`src/rtl/dcd_frame_sequencer_pkg.sv`:
```
// Shared definitions for the DCD frame/row sequencer: state encoding,
// deserializer sample ordering and default widths.
package dcd_frame_sequencer_pkg;

    // Default widths of the row counter, frame counter and lane mask.
    localparam int ROW_W_DEF   = 10;
    localparam int FRAME_W_DEF = 16;
    localparam int N_CH_DEF    = 64;

    // Samples per deserialized word (one word per CLK_80 cycle).
    localparam int DES_W = 4;

    // Bit 0 of every deserialized word holds the earliest sample.
    localparam bit SAMPLE_LSB_FIRST = 1'b1;

    typedef enum logic [1:0] {
        ST_IDLE      = 2'd0,
        ST_WAIT_SYNC = 2'd1,
        ST_RUN       = 2'd2
    } seq_state_t;

endpackage

```
`src/rtl/des4_edge_detect.sv`:
```
// Rising-edge finder for one 4-sample deserialized word. It keeps the last
// sample of the previous word so edges across word boundaries are seen.
module des4_edge_detect
    import dcd_frame_sequencer_pkg::*;
(
    input  logic             clk,
    input  logic             rst_n,
    input  logic [DES_W-1:0] word,
    output logic             edge_found,
    output logic [1:0]       phase,
    output logic             multi
);

    logic             prev_q;
    logic [DES_W-1:0] ordered;
    logic [DES_W-1:0] rise;

    // Put the samples in time order, earliest at index 0.
    always_comb begin
        ordered = word;
        if (!SAMPLE_LSB_FIRST) begin
            for (int i = 0; i < DES_W; i++) begin
                ordered[i] = word[DES_W-1-i];
            end
        end
    end

    // Mark every 0->1 transition; report the earliest one and flag extras.
    always_comb begin
        // NOTE: every output gets a default first so no path can infer a latch.
        rise       = ordered & ~{ordered[DES_W-2:0], prev_q};
        edge_found = |rise;
        multi      = (rise & (rise - 4'd1)) != '0;
        phase      = '0;
        for (int i = DES_W - 1; i >= 0; i--) begin
            if (rise[i]) begin
                phase = i[1:0];
            end
        end
    end

    // Remember the latest sample every cycle, whatever the sequencer state.
    always_ff @(posedge clk or negedge rst_n) begin
        if (!rst_n) begin
            prev_q <= 1'b0;
        end else begin
            // NOTE: sequential state uses non-blocking assignments only.
            prev_q <= ordered[DES_W-1];
        end
    end

endmodule

```
`src/rtl/dcd_frame_sequencer.sv`:
```
// Frame/row sequencer for the DCD emulator readout path. Tracks frame and
// row position from deserialized FSYNC/R2S words and gates the output lanes.
module dcd_frame_sequencer
    import dcd_frame_sequencer_pkg::*;
#(
    parameter int ROW_W   = ROW_W_DEF,
    parameter int FRAME_W = FRAME_W_DEF,
    parameter int N_CH    = N_CH_DEF
) (
    input  logic               CLK_80,
    input  logic               RST_N,
    input  logic               ENABLE,
    input  logic [ROW_W-1:0]   CFG_ROWS,
    input  logic [N_CH-1:0]    CFG_CH_EN,
    input  logic               ERR_CLR,
    input  logic [DES_W-1:0]   FSYNC_DES,
    input  logic [DES_W-1:0]   R2S_DES,
    output logic               ROW_STROBE,
    output logic [1:0]         ROW_PHASE,
    output logic [ROW_W-1:0]   ROW_CNT,
    output logic [FRAME_W-1:0] FRAME_CNT,
    output logic               RUNNING,
    output logic [N_CH-1:0]    DISABLE_DO,
    output logic               ERR_SHORT,
    output logic               ERR_NOSYNC,
    output logic               ERR_GLITCH
);

    seq_state_t         state_q, state_d;
    logic               fs_found, r2_found, fs_multi, r2_multi;
    logic [1:0]         fs_phase, r2_phase;
    logic [ROW_W-1:0]   last_row;
    logic [ROW_W-1:0]   row_d;
    logic [FRAME_W-1:0] frame_d;
    logic               strobe_d;
    logic [1:0]         phase_d;
    logic               short_set, nosync_set, glitch_set;

    des4_edge_detect u_fs_edge (
        .clk        (CLK_80),
        .rst_n      (RST_N),
        .word       (FSYNC_DES),
        .edge_found (fs_found),
        .phase      (fs_phase),
        .multi      (fs_multi)
    );

    des4_edge_detect u_r2s_edge (
        .clk        (CLK_80),
        .rst_n      (RST_N),
        .word       (R2S_DES),
        .edge_found (r2_found),
        .phase      (r2_phase),
        .multi      (r2_multi)
    );

    assign last_row = CFG_ROWS - ROW_W'(1);

    // State register.
    always_ff @(posedge CLK_80 or negedge RST_N) begin
        if (!RST_N) begin
            state_q <= ST_IDLE;
        end else begin
            state_q <= state_d;
        end
    end

    // Next-state logic; dropping ENABLE always returns to IDLE.
    always_comb begin
        state_d = state_q;
        case (state_q)
            ST_IDLE:      if (ENABLE)   state_d = ST_WAIT_SYNC;
            ST_WAIT_SYNC: if (fs_found) state_d = ST_RUN;
            ST_RUN:       state_d = ST_RUN;
            default:      state_d = ST_IDLE;
        endcase
        if (!ENABLE) begin
            state_d = ST_IDLE;
        end
    end

    // Next values of the counters, strobe and error events.
    always_comb begin
        row_d      = ROW_CNT;
        frame_d    = FRAME_CNT;
        strobe_d   = 1'b0;
        phase_d    = ROW_PHASE;
        short_set  = 1'b0;
        nosync_set = 1'b0;
        glitch_set = (state_q != ST_IDLE) && (fs_multi || r2_multi);
        if (!ENABLE) begin
            row_d = '0;
        end else begin
            case (state_q)
                ST_IDLE: begin
                    row_d   = '0;
                    frame_d = '0;
                end
                ST_WAIT_SYNC: begin
                    // The very first FSYNC cannot be short: no frame was running.
                    if (fs_found) begin
                        row_d    = '0;
                        frame_d  = FRAME_CNT + FRAME_W'(1);
                        strobe_d = 1'b1;
                        phase_d  = fs_phase;
                    end
                end
                ST_RUN: begin
                    if (fs_found) begin
                        short_set = (ROW_CNT != last_row);
                        row_d     = '0;
                        frame_d   = FRAME_CNT + FRAME_W'(1);
                        strobe_d  = 1'b1;
                        phase_d   = fs_phase;
                    end else if (r2_found) begin
                        if (ROW_CNT == last_row) begin
                            row_d      = '0;
                            nosync_set = 1'b1;
                        end else begin
                            row_d = ROW_CNT + ROW_W'(1);
                        end
                        strobe_d = 1'b1;
                        phase_d  = r2_phase;
                    end
                end
                default: row_d = '0;
            endcase
        end
    end

    // Output registers; RUNNING and the lane mask follow the next state so
    // they switch together with the state register.
    always_ff @(posedge CLK_80 or negedge RST_N) begin
        if (!RST_N) begin
            ROW_STROBE <= 1'b0;
            ROW_PHASE  <= '0;
            ROW_CNT    <= '0;
            FRAME_CNT  <= '0;
            RUNNING    <= 1'b0;
            DISABLE_DO <= '1;
            ERR_SHORT  <= 1'b0;
            ERR_NOSYNC <= 1'b0;
            ERR_GLITCH <= 1'b0;
        end else begin
            ROW_STROBE <= strobe_d;
            ROW_PHASE  <= phase_d;
            ROW_CNT    <= row_d;
            FRAME_CNT  <= frame_d;
            RUNNING    <= (state_d == ST_RUN);
            DISABLE_DO <= (state_d == ST_RUN) ? ~CFG_CH_EN : '1;
            // A new error in the clearing cycle survives the clear.
            ERR_SHORT  <= (ERR_SHORT  & ~ERR_CLR) | short_set;
            ERR_NOSYNC <= (ERR_NOSYNC & ~ERR_CLR) | nosync_set;
            ERR_GLITCH <= (ERR_GLITCH & ~ERR_CLR) | glitch_set;
        end
    end

endmodule

```
`config.mk`:
```
export PLATFORM = sky130hd
export DESIGN_NAME = dcd_frame_sequencer
export DESIGN_NICKNAME = d
export VERILOG_FILES = /design/src/rtl/dcd_frame_sequencer_pkg.sv /design/src/rtl/des4_edge_detect.sv /design/src/rtl/dcd_frame_sequencer.sv
export SDC_FILE = /design/constraint.sdc
export NUM_CORES = 1
export LEC_CHECK = 0
export CORE_ASPECT_RATIO = 1.25
export CORE_MARGIN = 2
export CORE_UTILIZATION = 35
export DETAILED_ROUTE_END_ITERATION = 10
export PLACE_DENSITY = 0.68
export SYNTH_ARGS = -nofsm -noshare
export SYNTH_HDL_FRONTEND = slang
export SYNTH_SLANG_ARGS = --single-unit
```
`constraint.sdc`:
```
create_clock -name CLK_80 -period 5.46 [get_ports CLK_80]
set_clock_uncertainty 0.1 [all_clocks]
set_input_delay 1.092 -clock CLK_80 [delete_from_list [all_inputs] [get_ports CLK_80]]
set_output_delay 1.092 -clock CLK_80 [all_outputs]
set_load 0.005 [all_outputs]
```
==> results.toml <==
[synth]
postSynthCellCount = 404
synth-xor-area-share_pct = 4.442
postSynthNetCount = 497
synth-compound-area-share_pct = 9.230
post_synth_simple_gate_area_pct = 20.82
yosys.area.top_type = "sky130_fd_sc_hd__dfstp_2"
synth-main-ff-cell = "sky130_fd_sc_hd__dfstp_2"
number_of_synthesized_flops_with_an_enable_pin = 0
synth-adder-area-share_pct = 2.019
synth.mux.area_fraction_pct = 0.4903
postSynthRegisterBits = 101
count_leader_synth = "sky130_fd_sc_hd__nand2_1"
synthesis.area_um2 = 4338
synth.lib_cells_used.distinct = 58
synth_area_per_cell_um2 = 10.74
yosysWarningCount = 0
synth_top_cells_by_count = "84 x sky130_fd_sc_hd__nand2_1, 64 x sky130_fd_sc_hd__dfstp_2, 37 x sky130_fd_sc_hd__dfrtp_1"
seq_area_frac_synth_pct = 60.11
synthTopCellsByArea = "sky130_fd_sc_hd__dfstp_2 39%, sky130_fd_sc_hd__dfrtp_1 21%, sky130_fd_sc_hd__nand2_1 7.3%"
synthArstFlopShare_pct = 100.0
combinational_family_with_the_most_area_after_synthesis = "simple AND/OR/NAND/NOR gates"
synthDominantCellAreaShare_pct = 38.77

[floorplan]
core_region_area_um2 = 12110
floorplan.die_area_um2 = 13310
fp-row-count = 45
floorplan.initialDensity_pct = 35.83
top_level_ports = 183
fp.dieW_um = 103.6
floorplan.die.height_um = 128.5

[placed_design]
detailed_place_hpwl_mm = 8.094
dp_worst_setup_slack_ns = 1.711
portBuffers = 182
dpl.cell_count = 737
placement.cell_area_um2 = 6301
globalplace.congestion = 0.8547

[sta]
report.final.hold_viol_count = 0
tightest_slew_ns = 0.7884
fmax_mhz = 295.1
timing.final.crit_period_ns = 3.388
final_max_slew_viol_count = 0
setup_total_negative_slack_ns = 0
setup_violations = 0
worst_slew_margin_rel_pct = 46.95
grt_setup_unrepaired = "no"
setup_slack_ns = 2.072
post_route_clock_period_utilization_pct = 62.06

[clocking]
clock_sink_count = 101
cts_tree = "built"
clk-insertion-delay-late_ns = 0.34
total_cts_buffers = 9
ctsRootBufferMaster = "sky130_fd_sc_hd__clkbuf_16"
cts_resized = 0
htree_num_levels = 3
post-cts-setup-buffer-count = 0
cts.clk_slew.worst_paths_ns = 0.06
cts_hold_buf = 0
cts-root-to-sink-buffers = 2

[run_status]
run_status = "finished, final reports clean"

[critical_path]
timing.rr.end = "FRAME_CNT[15]"
worst_setup_path_endpoint = "ROW_CNT[0]"
cell_with_the_biggest_individual_delay_on_the_critical_path = "sky130_fd_sc_hd__clkdlybuf4s50_1"
crit_path_cell_trace = "clkdlybuf4s50_1 -> inv_1 -> ha_1 -> xor2_1 -> nand3_1 -> a2111oi_2 -> a31o_2 -> nor2_1 -> mux2_2"
worstSetupPathType = "input port to flop"
arrival_ns = 3.51
cp_slowest_stage_delay_ns = 0.61
path_max_fanout = 13
kind_of_end_point_of_the_critical_path = "flop"
cp-startpoint = "CFG_ROWS[0]"
start_kind = "input port"
worstRegToRegCells = 9
worstReg2RegStart = "state_q[0]"
worst-r2r-setup-slack_ns = 2.85
cp.required_ns = 5.58

[global_route]
grt_pass1_vias = 3536
globalRouteOverflowTotal = 0
grt_start_max_net_pins = 66
global_route_wire_length_before_repair_mm = 17.16
grt_antenna_before_repair = 0
aggregate_global_route_resource_usage_pct = 16.04

[flow_run]
cap_violations = 0

[final_layout]
drive_gt1_share_pct = 16.13
finalInstanceArea_um2 = 6581
fin_nets = 677
layout.cells.non_filler = 753
fill_cell_count = 1080
area.growth.synth_to_final_pct = 51.72
insertedDiodeCount = 0

[detailed_routing]
antenna_left = 0
drt_first_pass_iters = 4
detail_route.drc_violations = 0
routed-via-count = 3590
wl_per_cell_um = 14.36
drt_iter0_markers = 80
drt-vias-per-instance = 4.768
routed_wirelength_mm = 10.81

[power]
static-leakage-power_nw = 2.673
cellPowerDensity_nw_per_um2 = 268.4
peak_supply_drop_mv = 0.1662

[hold_path]
hold_path_class = "flop to flop"
## how the worst min path moves through the flow
stage | startpoint | depth (start not counted) | to
finish | ROW_PHASE[0] | 2 | ROW_PHASE[0]
global route | ERR_SHORT | 1 | ERR_SHORT
CTS | ROW_PHASE[0] | 2 | ROW_PHASE[0]
detailed placement | ROW_PHASE[0] | 2 | ROW_PHASE[0]
global placement | ROW_PHASE[0] | 2 | ROW_PHASE[0]
floorplan | ROW_PHASE[0] | 2 | ROW_PHASE[0]
## worst max-delay path: cells and delay by family
kind / cells / cell delay (ns)
buffers and inverters: 2 / 0.69
AOI/OAI and AO/OA: 2 / 0.69
adders and majority gates: 1 / 0.31
muxes: 1 / 0.30
and+or+nand+nor: 2 / 0.26
xor gates and xnor gates: 1 / 0.16
## where the power goes
part	total (W)	leakage, nW	switching, W	internal (W)
clock	0.000605	0.139	0.000289	0.000316
sequential	0.000845	1.18	0.0000282	0.000817
combinational	0.000316	1.36	0.000138	0.000178
total	0.00177	2.67	0.000456	0.00131
## state kept, by name, summed over array words and instances (netlist names)
signal,flops
ERR_NOSYNC,1
FRAME_CNT,16
DISABLE_DO,64
state_q,2
ROW_CNT,10
ROW_STROBE,1
u_r2s_edge.prev_q,1
ERR_SHORT,1
u_fs_edge.prev_q,1
ROW_PHASE,2
ERR_GLITCH,1
RUNNING,1
## layout by cell type (no fill, tap or decap), types with 4 or more instances in the layout
cell / Yosys / final
sky130_fd_sc_hd__a22o_1: 5 / 5
sky130_fd_sc_hd__nor2_1: 28 / 28
sky130_fd_sc_hd__and3_1: 11 / 11
sky130_fd_sc_hd__nor4_1: 4 / 4
sky130_fd_sc_hd__nand2b_1: 6 / 6
sky130_fd_sc_hd__clkdlybuf4s50_1: 0 / 181
sky130_fd_sc_hd__nand3_1: 11 / 11
sky130_fd_sc_hd__xnor2_1: 10 / 10
sky130_fd_sc_hd__inv_1: 11 / 11
sky130_fd_sc_hd__nor4b_1: 4 / 4
sky130_fd_sc_hd__dfrtp_1: 37 / 37
sky130_fd_sc_hd__clkbuf_16: 0 / 9
sky130_fd_sc_hd__ha_1: 7 / 7
sky130_fd_sc_hd__nor2b_1: 9 / 8
sky130_fd_sc_hd__o21ai_0: 23 / 23
sky130_fd_sc_hd__xor2_1: 12 / 12
sky130_fd_sc_hd__nand2_1: 84 / 84
sky130_fd_sc_hd__a21oi_1: 8 / 8
sky130_fd_sc_hd__nor3_1: 6 / 6
sky130_fd_sc_hd__a21o_1: 4 / 4
sky130_fd_sc_hd__dfstp_2: 64 / 64
## final cells by class
cell class                 instances  area, um2  share of cell area [%]
sequential                       101       2608                   39.62
inverter                          11      41.29                  0.6274
tap                              164      205.2                   3.118
clock inverter                     7      55.05                  0.8365
multi-input combinational        277       1613                   24.51
clock buffer                       9      225.2                   3.422
timing repair buffer             184       1834                   27.87
## per-layer routing
layer	global-route usage [%]	share of wire (%)	vias to the layer above
li1	-	-	1735
met1	17.05	37	1710
met2	28.52	52	134
met3	7.345	9.3	11
met4	5.326	1.5	0
met5	0	0	-
## cell families after synthesis
kind of cell	count (synthesis)
buf+inv	26
flops	101
compound gates	60
mux	2
fa+ha+maj	7
xor+xnor	22
simple gates	186
## metrics by stage
| stage | util [%] | hold WS [ns] | power [W] |
|---|---|---|---|
| floorplan | - | 0.3729 | 0.0009707 |
| global placement | 52.05 | 0.3643 | 0.001169 |
| detailed placement | 52.05 | 0.3739 | 0.001177 |
| CTS | 54.37 | 0.3889 | 0.001794 |
| global route | 54.37 | 0.4235 | 0.001853 |
| finish | 54.37 | 0.3865 | 0.001766 |
No activity file was read; power rests on OpenSTA's default activity.
